$ cat config.mk
export PLATFORM = sky130hd
export DESIGN_NAME = iterative_muldiv
export DESIGN_NICKNAME = d
export VERILOG_FILES = /design/src/rtl/iterative_muldiv.sv
export SDC_FILE = /design/constraint.sdc
export NUM_CORES = 1
export LEC_CHECK = 0
export ABC_AREA = 1
export CAP_MARGIN = 20
export CORE_MARGIN = 1.5
export CORE_UTILIZATION = 50
export CTS_BUF_LIST = sky130_fd_sc_hd__clkbuf_4 sky130_fd_sc_hd__clkbuf_8
export CTS_CLUSTER_DIAMETER = 150
export DETAILED_ROUTE_END_ITERATION = 7
export PLACE_DENSITY = 0.67
export SLEW_MARGIN = 20
export SYNTH_ARGS = -nofsm -noshare
export SYNTH_HDL_FRONTEND = slang
export SYNTH_SLANG_ARGS = --single-unit
$ cat constraint.sdc
create_clock -name clk -period 12.7 [get_ports clk]
set_clock_uncertainty 0.1 [all_clocks]
set_input_delay 2.54 -clock clk [delete_from_list [all_inputs] [get_ports clk]]
set_output_delay 2.54 -clock clk [all_outputs]
set_load 0.02 [all_outputs]
$ cat src/rtl/iterative_muldiv.sv
// Multi-cycle signed/unsigned multiply and divide, one bit per cycle.
// Holds devwait high while running; hi/lo update only when the result is ready.
module iterative_muldiv #(
  parameter int WIDTH = 32
) (
  input  logic             clk,
  input  logic             reset,
  input  logic             request,
  input  logic [1:0]       op,
  input  logic [WIDTH-1:0] opA,
  input  logic [WIDTH-1:0] opB,
  output logic             devwait,
  output logic [WIDTH-1:0] hi,
  output logic [WIDTH-1:0] lo
);

  localparam int CW = $clog2(WIDTH + 1);

  typedef enum logic [1:0] {S_IDLE, S_RUN, S_DONE} state_t;

  state_t               r_state, w_next_state;
  logic [CW-1:0]        r_count;
  logic                 r_is_div, r_neg_q, r_neg_r, r_div_zero;
  logic [WIDTH-1:0]     r_b;
  logic [2*WIDTH-1:0]   r_acc;

  // Accept-time operand conditioning: op[0]=0 selects the signed flavour.
  logic                 w_signed, w_a_neg, w_b_neg;
  logic [WIDTH-1:0]     w_a_mag, w_b_mag;

  assign w_signed = ~op[0];
  assign w_a_neg  = w_signed & opA[WIDTH-1];
  assign w_b_neg  = w_signed & opB[WIDTH-1];
  assign w_a_mag  = w_a_neg ? ('0 - opA) : opA;
  assign w_b_mag  = w_b_neg ? ('0 - opB) : opB;

  // Multiply step: conditional add into the upper half, then shift right.
  logic [WIDTH:0]       w_mul_sum;
  logic [2*WIDTH-1:0]   w_mul_next;

  assign w_mul_sum  = {1'b0, r_acc[2*WIDTH-1:WIDTH]} + (r_acc[0] ? {1'b0, r_b} : '0);
  assign w_mul_next = {w_mul_sum, r_acc[WIDTH-1:1]};

  // Restoring divide step: acc holds {remainder, dividend bits / quotient bits}.
  logic [WIDTH:0]       w_cand;
  logic                 w_ge;
  logic [WIDTH-1:0]     w_diff;
  logic [2*WIDTH-1:0]   w_div_next;

  assign w_cand     = r_acc[2*WIDTH-1:WIDTH-1];
  assign w_ge       = (w_cand >= {1'b0, r_b});
  assign w_diff     = w_cand[WIDTH-1:0] - r_b;
  assign w_div_next = {(w_ge ? w_diff : w_cand[WIDTH-1:0]), r_acc[WIDTH-2:0], w_ge};

  logic [2*WIDTH-1:0]   w_step, w_prod;
  logic [WIDTH-1:0]     w_quot, w_rem, w_hi_next, w_lo_next;

  assign w_step    = r_is_div ? w_div_next : w_mul_next;
  assign w_prod    = r_neg_q ? ('0 - w_step) : w_step;
  assign w_quot    = r_div_zero ? '1 : (r_neg_q ? ('0 - w_step[WIDTH-1:0]) : w_step[WIDTH-1:0]);
  assign w_rem     = r_neg_r ? ('0 - w_step[2*WIDTH-1:WIDTH]) : w_step[2*WIDTH-1:WIDTH];
  assign w_hi_next = r_is_div ? w_rem  : w_prod[2*WIDTH-1:WIDTH];
  assign w_lo_next = r_is_div ? w_quot : w_prod[WIDTH-1:0];

  always_ff @(posedge clk or posedge reset) begin
    if (reset) r_state <= S_IDLE;
    else       r_state <= w_next_state;
  end

  always_comb begin
    w_next_state = r_state;
    case (r_state)
      S_IDLE:  if (request) w_next_state = S_RUN;
      S_RUN:   if (r_count == CW'(1)) w_next_state = S_DONE;
      S_DONE:  w_next_state = S_IDLE;
      default: w_next_state = S_IDLE;
    endcase
  end

  always_comb begin
    devwait = (r_state == S_RUN);
  end

  // NOTE: every datapath register is cleared by reset, so an abandoned
  // operation can never leak a partial result into hi/lo afterwards.
  always_ff @(posedge clk or posedge reset) begin
    if (reset) begin
      r_count    <= '0;
      r_is_div   <= 1'b0;
      r_neg_q    <= 1'b0;
      r_neg_r    <= 1'b0;
      r_div_zero <= 1'b0;
      r_b        <= '0;
      r_acc      <= '0;
      hi         <= '0;
      lo         <= '0;
    end else begin
      case (r_state)
        S_IDLE: if (request) begin
          r_count    <= CW'(WIDTH);
          r_is_div   <= op[1];
          r_neg_q    <= w_a_neg ^ w_b_neg;
          r_neg_r    <= w_a_neg;
          r_div_zero <= op[1] & (opB == '0);
          r_b        <= w_b_mag;
          r_acc      <= {{WIDTH{1'b0}}, w_a_mag};
        end
        S_RUN: begin
          r_acc   <= w_step;
          r_count <= r_count - CW'(1);
          if (r_count == CW'(1)) begin
            hi <= w_hi_next;
            lo <= w_lo_next;
          end
        end
        default: ;
      endcase
    end
  end

endmodule

Yosys cells after proc, flatten, opt, wreduce, memory -nomap -nowiden
Index checks and enable logic that the tools add are counted.
{"block": "word_totals", "register_bits": 172, "inputBits": 69, "out_inout_bits": 65, "wordCells": 53}
{"block": "op_classes", "addsub": 8, "order_cmp": 1, "eq_ne": 4, "n_mux": 18, "n_bitwise": 5, "reduce_logical": 7}
{"operator": "32-bit 2-to-1 mux", "count": 9}
{"operator": "64-bit 2-to-1 mux", "count": 3}
{"operator": "64-bit case mux with 2 select lines", "count": 1}
{"operator": "1-bit by 32-bit subtractor with 32-bit output, first input constant", "count": 4}
{"operator": "1-bit by 64-bit subtractor with 64-bit output, first input constant", "count": 1}
{"operator": "32-bit by 32-bit adder with 33-bit output", "count": 1}
{"operator": "33-bit by 32-bit greater-or-equal comparator with 1-bit output", "count": 1}
{"operator": "32-bit logical NOT", "count": 1}
{"operator": "32-bit subtractor", "count": 1}
{"operator": "6-bit case mux with 2 select lines", "count": 1}
{"operator": "2-bit AND reduction", "count": 4}
{"operator": "6-bit by 1-bit == test with 1-bit output, second input constant", "count": 1}
{"operator": "6-bit 2-to-1 mux", "count": 1}
{"operator": "6-bit by 1-bit subtractor with 6-bit output, second input constant", "count": 1}
{"operator": "2-bit 2-to-1 mux", "count": 2}
{"operator": "2-bit case mux with 2 select lines", "count": 1}
{"operator": "1-bit AND", "count": 3}
{"operator": "2-bit by 1-bit == test with 1-bit output, second input constant", "count": 1}
{"operator": "2-bit logical NOT", "count": 1}
{"operator": "2-bit by 1-bit != test with 1-bit output, second input constant", "count": 1}
{"operator": "2-bit != test, second input constant", "count": 1}
{"operator": "2-bit nonzero test", "count": 1}
{"operator": "1-bit NOT", "count": 1}
{"operator": "1-bit XOR", "count": 1}

Longest topological paths before layout
Gate-level depths: netlist (run 1).
{"block": "depth", "ltp_word": 7, "ltp_mapped": 31, "ltp_nobuf": 31}

Worst setup path after synthesis (run 1)
Ideal clock, no wire load.
{"block": "synth_timing", "path_kind": "in2reg", "start": "in opA[0]", "end": "reg r_acc[30]", "setup_ps": 145, "arrival_time_ps": 4546, "required_ps": 12455, "slack_ps": 7909, "stages": 17, "n_path_buf": 0, "cell_sequence": "inv_1 ha_1 inv_1 nor3_1 nand2_1 nor3_1 nand3_1 nor3_1 nand2_1 nor3_1 nand2_1 o21ai_1 inv_1 nor2_1 xor2_1 nand2_1 o221ai_1"}
{"block": "synth_via", "elab_chain_cells": 4}
{"element": "start, declared", "line": "10", "text": "input logic [WIDTH-1:0] opA,"}
{"element": "1-bit by 32-bit subtractor with 32-bit output", "line": "34", "text": "assign w_a_mag = w_a_neg ? ('0 - opA) : opA;"}
{"element": "32-bit 2-to-1 mux", "line": "34"}
{"element": "64-bit 2-to-1 mux", "line": "99", "text": "S_IDLE: if (request) begin"}
{"element": "64-bit case mux with 2 select lines", "line": "98", "text": "case (r_state)"}
{"element": "end signal, assigned", "line": "106", "text": "r_acc <= {{WIDTH{1'b0}}, w_a_mag};"}
{"element": "end signal, assigned", "line": "109", "text": "r_acc <= w_step;"}
{"element": "end, declared", "line": "25", "text": "logic [2*WIDTH-1:0] r_acc;"}
No other way between the ends. The select of a mux whose other input is x is not followed.
A chain may end at the register's enable or synchronous reset.

Worst setup path after layout (run 1)
{"block": "layout_timing", "start": "in request", "end": "reg r_acc[19]"}
{"block": "layout_via", "elab_chain_cells": 2}
{"element": "start, declared", "line": "8", "text": "input logic request,"}
{"element": "2-bit != test (no source line)"}
{"element": "2-bit AND reduction (no source line)"}
No other way between the ends.

==> results.json, run 1 <==
{
  "outcome": "finished, final reports clean",
  "hold_violations": 0,
  "grt-ovfl-total": 0,
  "synth_cell_type_count": 54,
  "path_max_fanout": 88,
  "yosysTopAreaCell": "dfrtp_1",
  "antennaDiodeCount": 0,
  "layout-drive-gt1-share_pct": 5.93,
  "netlist_area_sq_um": 16600,
  "worst_slew_pin_slew_ns": 0.981,
  "drc_errors": 0,
  "setup_slack_ns": 7.08,
  "whs_endpoint": "hi[19]",
  "grt_antenna_before_repair": 0,
  "rsz0062_at_grt": "no",
  "yosysMostFrequentCell": "nand2_1",
  "core_area_sq_um": 32600,
  "synth_top_area_share_pct": 25.9,
  "clock_path_buffers": 2,
  "leakage_nw": 9.95,
  "start_kind": "input pin",
  "fin_setup_tns_ns": 0,
  "p_per_area_nw_per_um2": 56.1,
  "clock_sinks": 172,
  "drtPass1Iterations": 6,
  "ff2ff_path_depth": 30,
  "finalCritPeriodShare_pct": 44.3,
  "cts_setup_buffers": 0,
  "r2r-start": "r_b[26]",
  "num_vias": 17900,
  "finalMaxSlewViolations": 0,
  "synthToLayoutAreaGrowth_pct": 12.0,
  "ant_nets": 0,
  "synth_edf_count": 0,
  "synth_warnings": 0,
  "track_usage_pct": 35.0,
  "numPortBuffers": 133,
  "synth_fp_nets": 2843,
  "criticalPathCategory": "input pin to register",
  "endpoint_kind": "register",
  "pre_cts_ws_ns": 6.66,
  "drt_iter0_markers": 1659,
  "wirelength_um": 58900,
  "fmax_mhz": 178,
  "gp_congestion": 0.983,
  "ys_seq_area_share_pct": 25.9,
  "cts_root_buf": "clkbuf_8",
  "layout.nets": 2928,
  "arrival_ns": 5.92,
  "relSlewSlack_pct": 34.6,
  "design_area_sq_um": 18600,
  "worstPathRequired_ns": 13.00,
  "synthTopCellsByArea": "dfrtp_1, nand2_1, inv_1, nand3_1, nor2_1",
  "nFillCells": 3354,
  "grt_pass1_wl_um": 91300,
  "synth-seq-cells": 172,
  "die_h_um": 185,
  "hpwl_um": 47400,
  "post_cts_resized": 0,
  "vias_per_cell": 5.53,
  "drv_cap": 0,
  "hold_start": "hi[19]",
  "die_area_sq_um": 34400,
  "routedWlPerCell_um": 18.2,
  "num_io_pins": 134,
  "syn_inst": 2702,
  "placed_area_sq_um": 18200,
  "grt_pass1_vias": 16600,
  "clkTransAtPathRegs_ns": 0.09,
  "die-width_um": 185,
  "hold_depth": 2,
  "cts_tree": "built",
  "h-tree-depth": 4,
  "std_cell_rows": 66,
  "hold_buffers": 0,
  "initial_core_util_pct": 51.0,
  "vdd.ir_drop.worst_uv": 66.9,
  "yosys-top-cells-count": "nand2_1, inv_1, nor2_1",
  "finalSetupViolCount": 0,
  "period_minus_slack_ns": 5.62,
  "cts_buffers": 17,
  "worstSkewPairLatency_ns": 0.51,
  "syn-mean-instance-area_sq_um": 6.16,
  "grt_start_max_net_pins": 89,
  "reg2reg_to": "hi[18]",
  "r2r_slack_ns": 7.48,
  "synth_ff_type": "dfrtp_1",
  "worstHoldPathType": "register to register",
  "synthArstFlopShare_pct": 100
}
==> routing by layer <==
metal	up-vias	share of wire, %	GRT usage, %
li1	8766	-	-
met1	8335	43	46.6
met2	720	45	56.0
met3	119	7.1	5.70
met4	0	4.1	14.7
met5	-	0	0
==> cell usage in the layout (no fill, tap or decap), types with 3 or more instances in the layout <==
cell	synthesis	final
nor2_1	255	254
inv_2	18	18
o211ai_1	7	7
o21ai_1	22	22
bufinv_16	0	3
xor2_1	67	67
nand3_1	213	212
o21bai_1	5	5
o221ai_1	29	29
or2_2	6	6
and2_1	3	3
nand2_4	4	4
xnor2_1	25	25
nor3_1	26	26
dfrtp_1	172	170
clkdlybuf4s50_1	0	133
ha_1	70	70
nand3b_1	14	14
nor3_2	5	5
o21ai_2	11	11
clkinvlp_4	0	5
nand3_4	3	3
a21oi_2	5	5
nor2_4	6	7
nand2_2	15	15
inv_1	407	406
inv_6	0	3
nand3_2	20	21
clkbuf_8	0	17
o21ai_0	136	136
o22ai_1	28	28
buf_4	7	14
nor2_2	18	18
nand2_1	868	868
a21oi_1	86	86
a31oi_1	15	15
nand4_1	41	41
==> report_power, final <==
part           internal (W)  switching, W  leakage [nW]
combinational     0.0000324     0.0000406          7.55
clock              0.000201      0.000225         0.200
sequential         0.000547             0          2.21
==> per-stage QoR <==
step                hold slack [ns]  std cells  total power [W]  util [%]
floorplan                     0.347       2702         0.000593         -
global placement              0.363       3210         0.000630      55.8
detailed placement            0.365       3210         0.000631      55.8
CTS                           0.389       3242          0.00105      57.2
global route                  0.405       3242          0.00108      57.2
finish                        0.385       3242          0.00105      57.2
==> sequential cells by signal, summed over array words and instances, names as in the netlist <==
signal and count:
r_div_zero 1, r_state 2, r_is_div 1, r_count 6, lo 32, hi 32, r_acc 64, r_b 32
r_neg_q 1, r_neg_r 1
==> cell families (layout without fill, tap and decap cells) <==
kind of cell	count (synthesis)	after routing	synth area share, %
xor+xnor	92	92	4.84
simple gates	1506	1506	39.2
buf+inv	508	606	12.3
flops	172	172	25.9
fa+ha+maj	72	72	5.50
compound gates	352	352	12.3
==> critical path, stage by stage <==
cell and delay [ns]:
clkdlybuf4s50_1 0.42, nand3_2 0.07, buf_4 0.65, inv_1 0.56, nor2_1 0.20, buf_4 0.25, clkinv_1 0.46, buf_4 0.45
o221ai_1 0.26
==> layout make-up <==
type / count / area [sq um] / share of cell area, %
clock inverter: 14 / 190 / 1.02
multi-input combinational: 2022 / 10300 / 55.3
timing repair buffer: 147 / 1440 / 7.70
clock buffer: 18 / 241 / 1.30
inverter: 427 / 1610 / 8.62
tap: 442 / 553 / 2.97
sequential: 172 / 4310 / 23.1
==> how the worst max path moves through the flow <==
stage,from,endpoint,cells after the start
floorplan,reset,hi[0],1
global placement,request,r_acc[10],9
detailed placement,request,r_acc[12],9
CTS,request,r_acc[3],9
global route,request,r_acc[12],9
finish,request,r_acc[19],9
Power figures use the tool's default switching activity.
==> run 2, diff against run 1 <==
==> constraint.sdc (replaced) <==
create_clock -name clk -period 5.4 [get_ports clk]
set_clock_uncertainty 0.1 [all_clocks]
set_input_delay 1.08 -clock clk [delete_from_list [all_inputs] [get_ports clk]]
set_output_delay 1.08 -clock clk [all_outputs]
set_load 0.02 [all_outputs]
==> results.json, run 2 (synthesis gave the netlist of run 1 again) <==
{
  "worstSkewPairLatency_ns": 0.52,
  "period_minus_slack_ns": 4.67,
  "cts_tree": "built",
  "arrival_ns": 4.98,
  "reg2reg_to": "hi[26]",
  "finalMaxSlewViolations": 0,
  "fin_setup_tns_ns": 0,
  "hold_depth": 2,
  "numPortBuffers": 133,
  "grt_antenna_before_repair": 1,
  "wirelength_um": 62500,
  "cts_setup_buffers": 0,
  "finalSetupViolCount": 0,
  "drv_cap": 0,
  "hpwl_um": 50400,
  "std_cell_rows": 66,
  "r2r_slack_ns": 0.73,
  "largest_register_ffs": 64,
  "num_io_pins": 134,
  "cts_buffers": 17,
  "path_max_fanout": 10,
  "criticalPathCategory": "register to register",
  "whs_endpoint": "hi[29]",
  "worst_slew_pin_slew_ns": 0.952,
  "worstHoldPathType": "register to register",
  "ff2ff_path_depth": 30,
  "vias_per_cell": 5.63,
  "leakage_nw": 10.0,
  "post-route-util_pct": 57.5,
  "hold_buffers": 0,
  "drtPass1Iterations": 6,
  "nFillCells": 3281,
  "endpoint_kind": "register",
  "num_vias": 18300,
  "drt_iter0_markers": 1871,
  "clkTransAtPathRegs_ns": 0.11,
  "layout.nets": 2943,
  "r2r-start": "r_acc[37]",
  "gp_congestion": 1.04,
  "clock_path_buffers": 2,
  "clock_sinks": 172,
  "routedWlPerCell_um": 19.2,
  "die_h_um": 185,
  "layout-drive-gt1-share_pct": 6.39,
  "outcome": "finished, final reports clean",
  "finalCritPeriodShare_pct": 86.6,
  "core_area_sq_um": 32600,
  "cts_root_buf": "clkbuf_8",
  "rsz0062_at_grt": "no",
  "critPathMostFrequentCell": "nand2_1",
  "track_usage_pct": 37.1,
  "drc_errors": 0,
  "hold_start": "hi[29]",
  "grt_pass1_vias": 17100,
  "hold_violations": 0,
  "synthToLayoutAreaGrowth_pct": 12.7,
  "final_cell_mix": "nand2_1, inv_1, nor2_1, nand3_1, dfrtp_1",
  "die_area_sq_um": 34400,
  "p_per_area_nw_per_um2": 133,
  "grt-ovfl-total": 0,
  "largest_register": "r_acc",
  "vdd.ir_drop.worst_uv": 183,
  "h-tree-depth": 4,
  "cpMaxStageDelayCell": "dfrtp_1",
  "start_kind": "register",
  "relSlewSlack_pct": 36.1,
  "post_cts_resized": 0,
  "grt_pass1_wl_um": 96200,
  "worst_path_largest_cell_delay_ns": 0.48,
  "grt_start_max_net_pins": 88,
  "fmax_mhz": 214,
  "worstPathRequired_ns": 5.71,
  "layout.cells.most_common": "nand2_1",
  "initial_core_util_pct": 51.0,
  "ant_nets": 0,
  "die-width_um": 185
}
run 2: cell types whose count changed in the layout (fill, tap and decap cells not counted), sizes merged:
| cell | delta |
|---|---|
| clkbuf | -1 |
| clkinv | +3 |
| clkinvlp | -3 |
| bufinv | -2 |
| buf | +15 |
| inv | +3 |
| diode | +1 |
run 2: worst max-delay path: cells and delay by family, from the launching register on:
family	cells	cell delay, ns
fa+ha+maj	2	0.62
compound gates	2	0.52
simple gates	24	2.71
flops	1	0.48
buf+inv	2	0.13
run 2: worst max-delay path by stage:
stage,startpoint,end,slack (ns),cells past startpoint
4_1_cts,r_b[26],hi[26],0.83,29
3_5_place_dp,r_b[26],hi[26],0.88,29
3_3_place_gp,r_b[16],hi[28],0.87,31
6_report,r_acc[37],hi[26],0.73,30
5_1_grt,r_b[26],hi[20],0.27,29
2_1_floorplan,r_b[7],hi[26],1.76,31
run 2: power breakdown:
| group | switching [W] | leakage (nW) | internal (W) | total, W |
|---|---|---|---|---|
| combinational | 0.000112 | 7.62 | 0.0000778 | 0.000190 |
| clock | 0.000619 | 0.212 | 0.000398 | 0.00102 |
| sequential | 0 | 2.21 | 0.00129 | 0.00129 |
run 2: per-layer routing:
layer  wire length (um)  part of all wire, %  global-route usage (%)  up-vias
met4               2370                  3.8                    14.2        2
met3               5100                  8.2                    7.33      130
met2              28200                   45                    59.9      834
met1              26800                   43                    48.6     8551
li1                   -                    -                       -     8810
met5                 13                0.021                       0        -
run 2: cell type report:
class / instances / area [sq um] / area share (%)
Sequential cell: 172 / 4310 / 23.0
Clock inverter: 15 / 194 / 1.03
Timing Repair Buffer: 162 / 1560 / 8.32
Multi-Input combinational cell: 2022 / 10300 / 54.9
Inverter: 427 / 1610 / 8.56
Antenna cell: 1 / 2.50 / 0.0133
Clock buffer: 17 / 234 / 1.25
Tap cell: 442 / 553 / 2.95
run 2: stage by stage:
| stage | hold slack (ns) | instance area [sq um] | setup WS [ns] | total power [W] | std cells |
|---|---|---|---|---|---|
| 6_report | 0.388 | 18800 | 0.725 | 0.00249 | 3258 |
| 5_1_grt | 0.414 | 18800 | 0.274 | 0.00257 | 3257 |
| 4_1_cts | 0.391 | 18800 | 0.831 | 0.00251 | 3257 |
| 3_5_place_dp | 0.365 | 18300 | 0.876 | 0.00150 | 3225 |
| 3_3_place_gp | 0.364 | 18300 | 0.866 | 0.00150 | 3225 |
| 2_1_floorplan | 0.347 | 16600 | 1.76 | 0.00139 | 2702 |
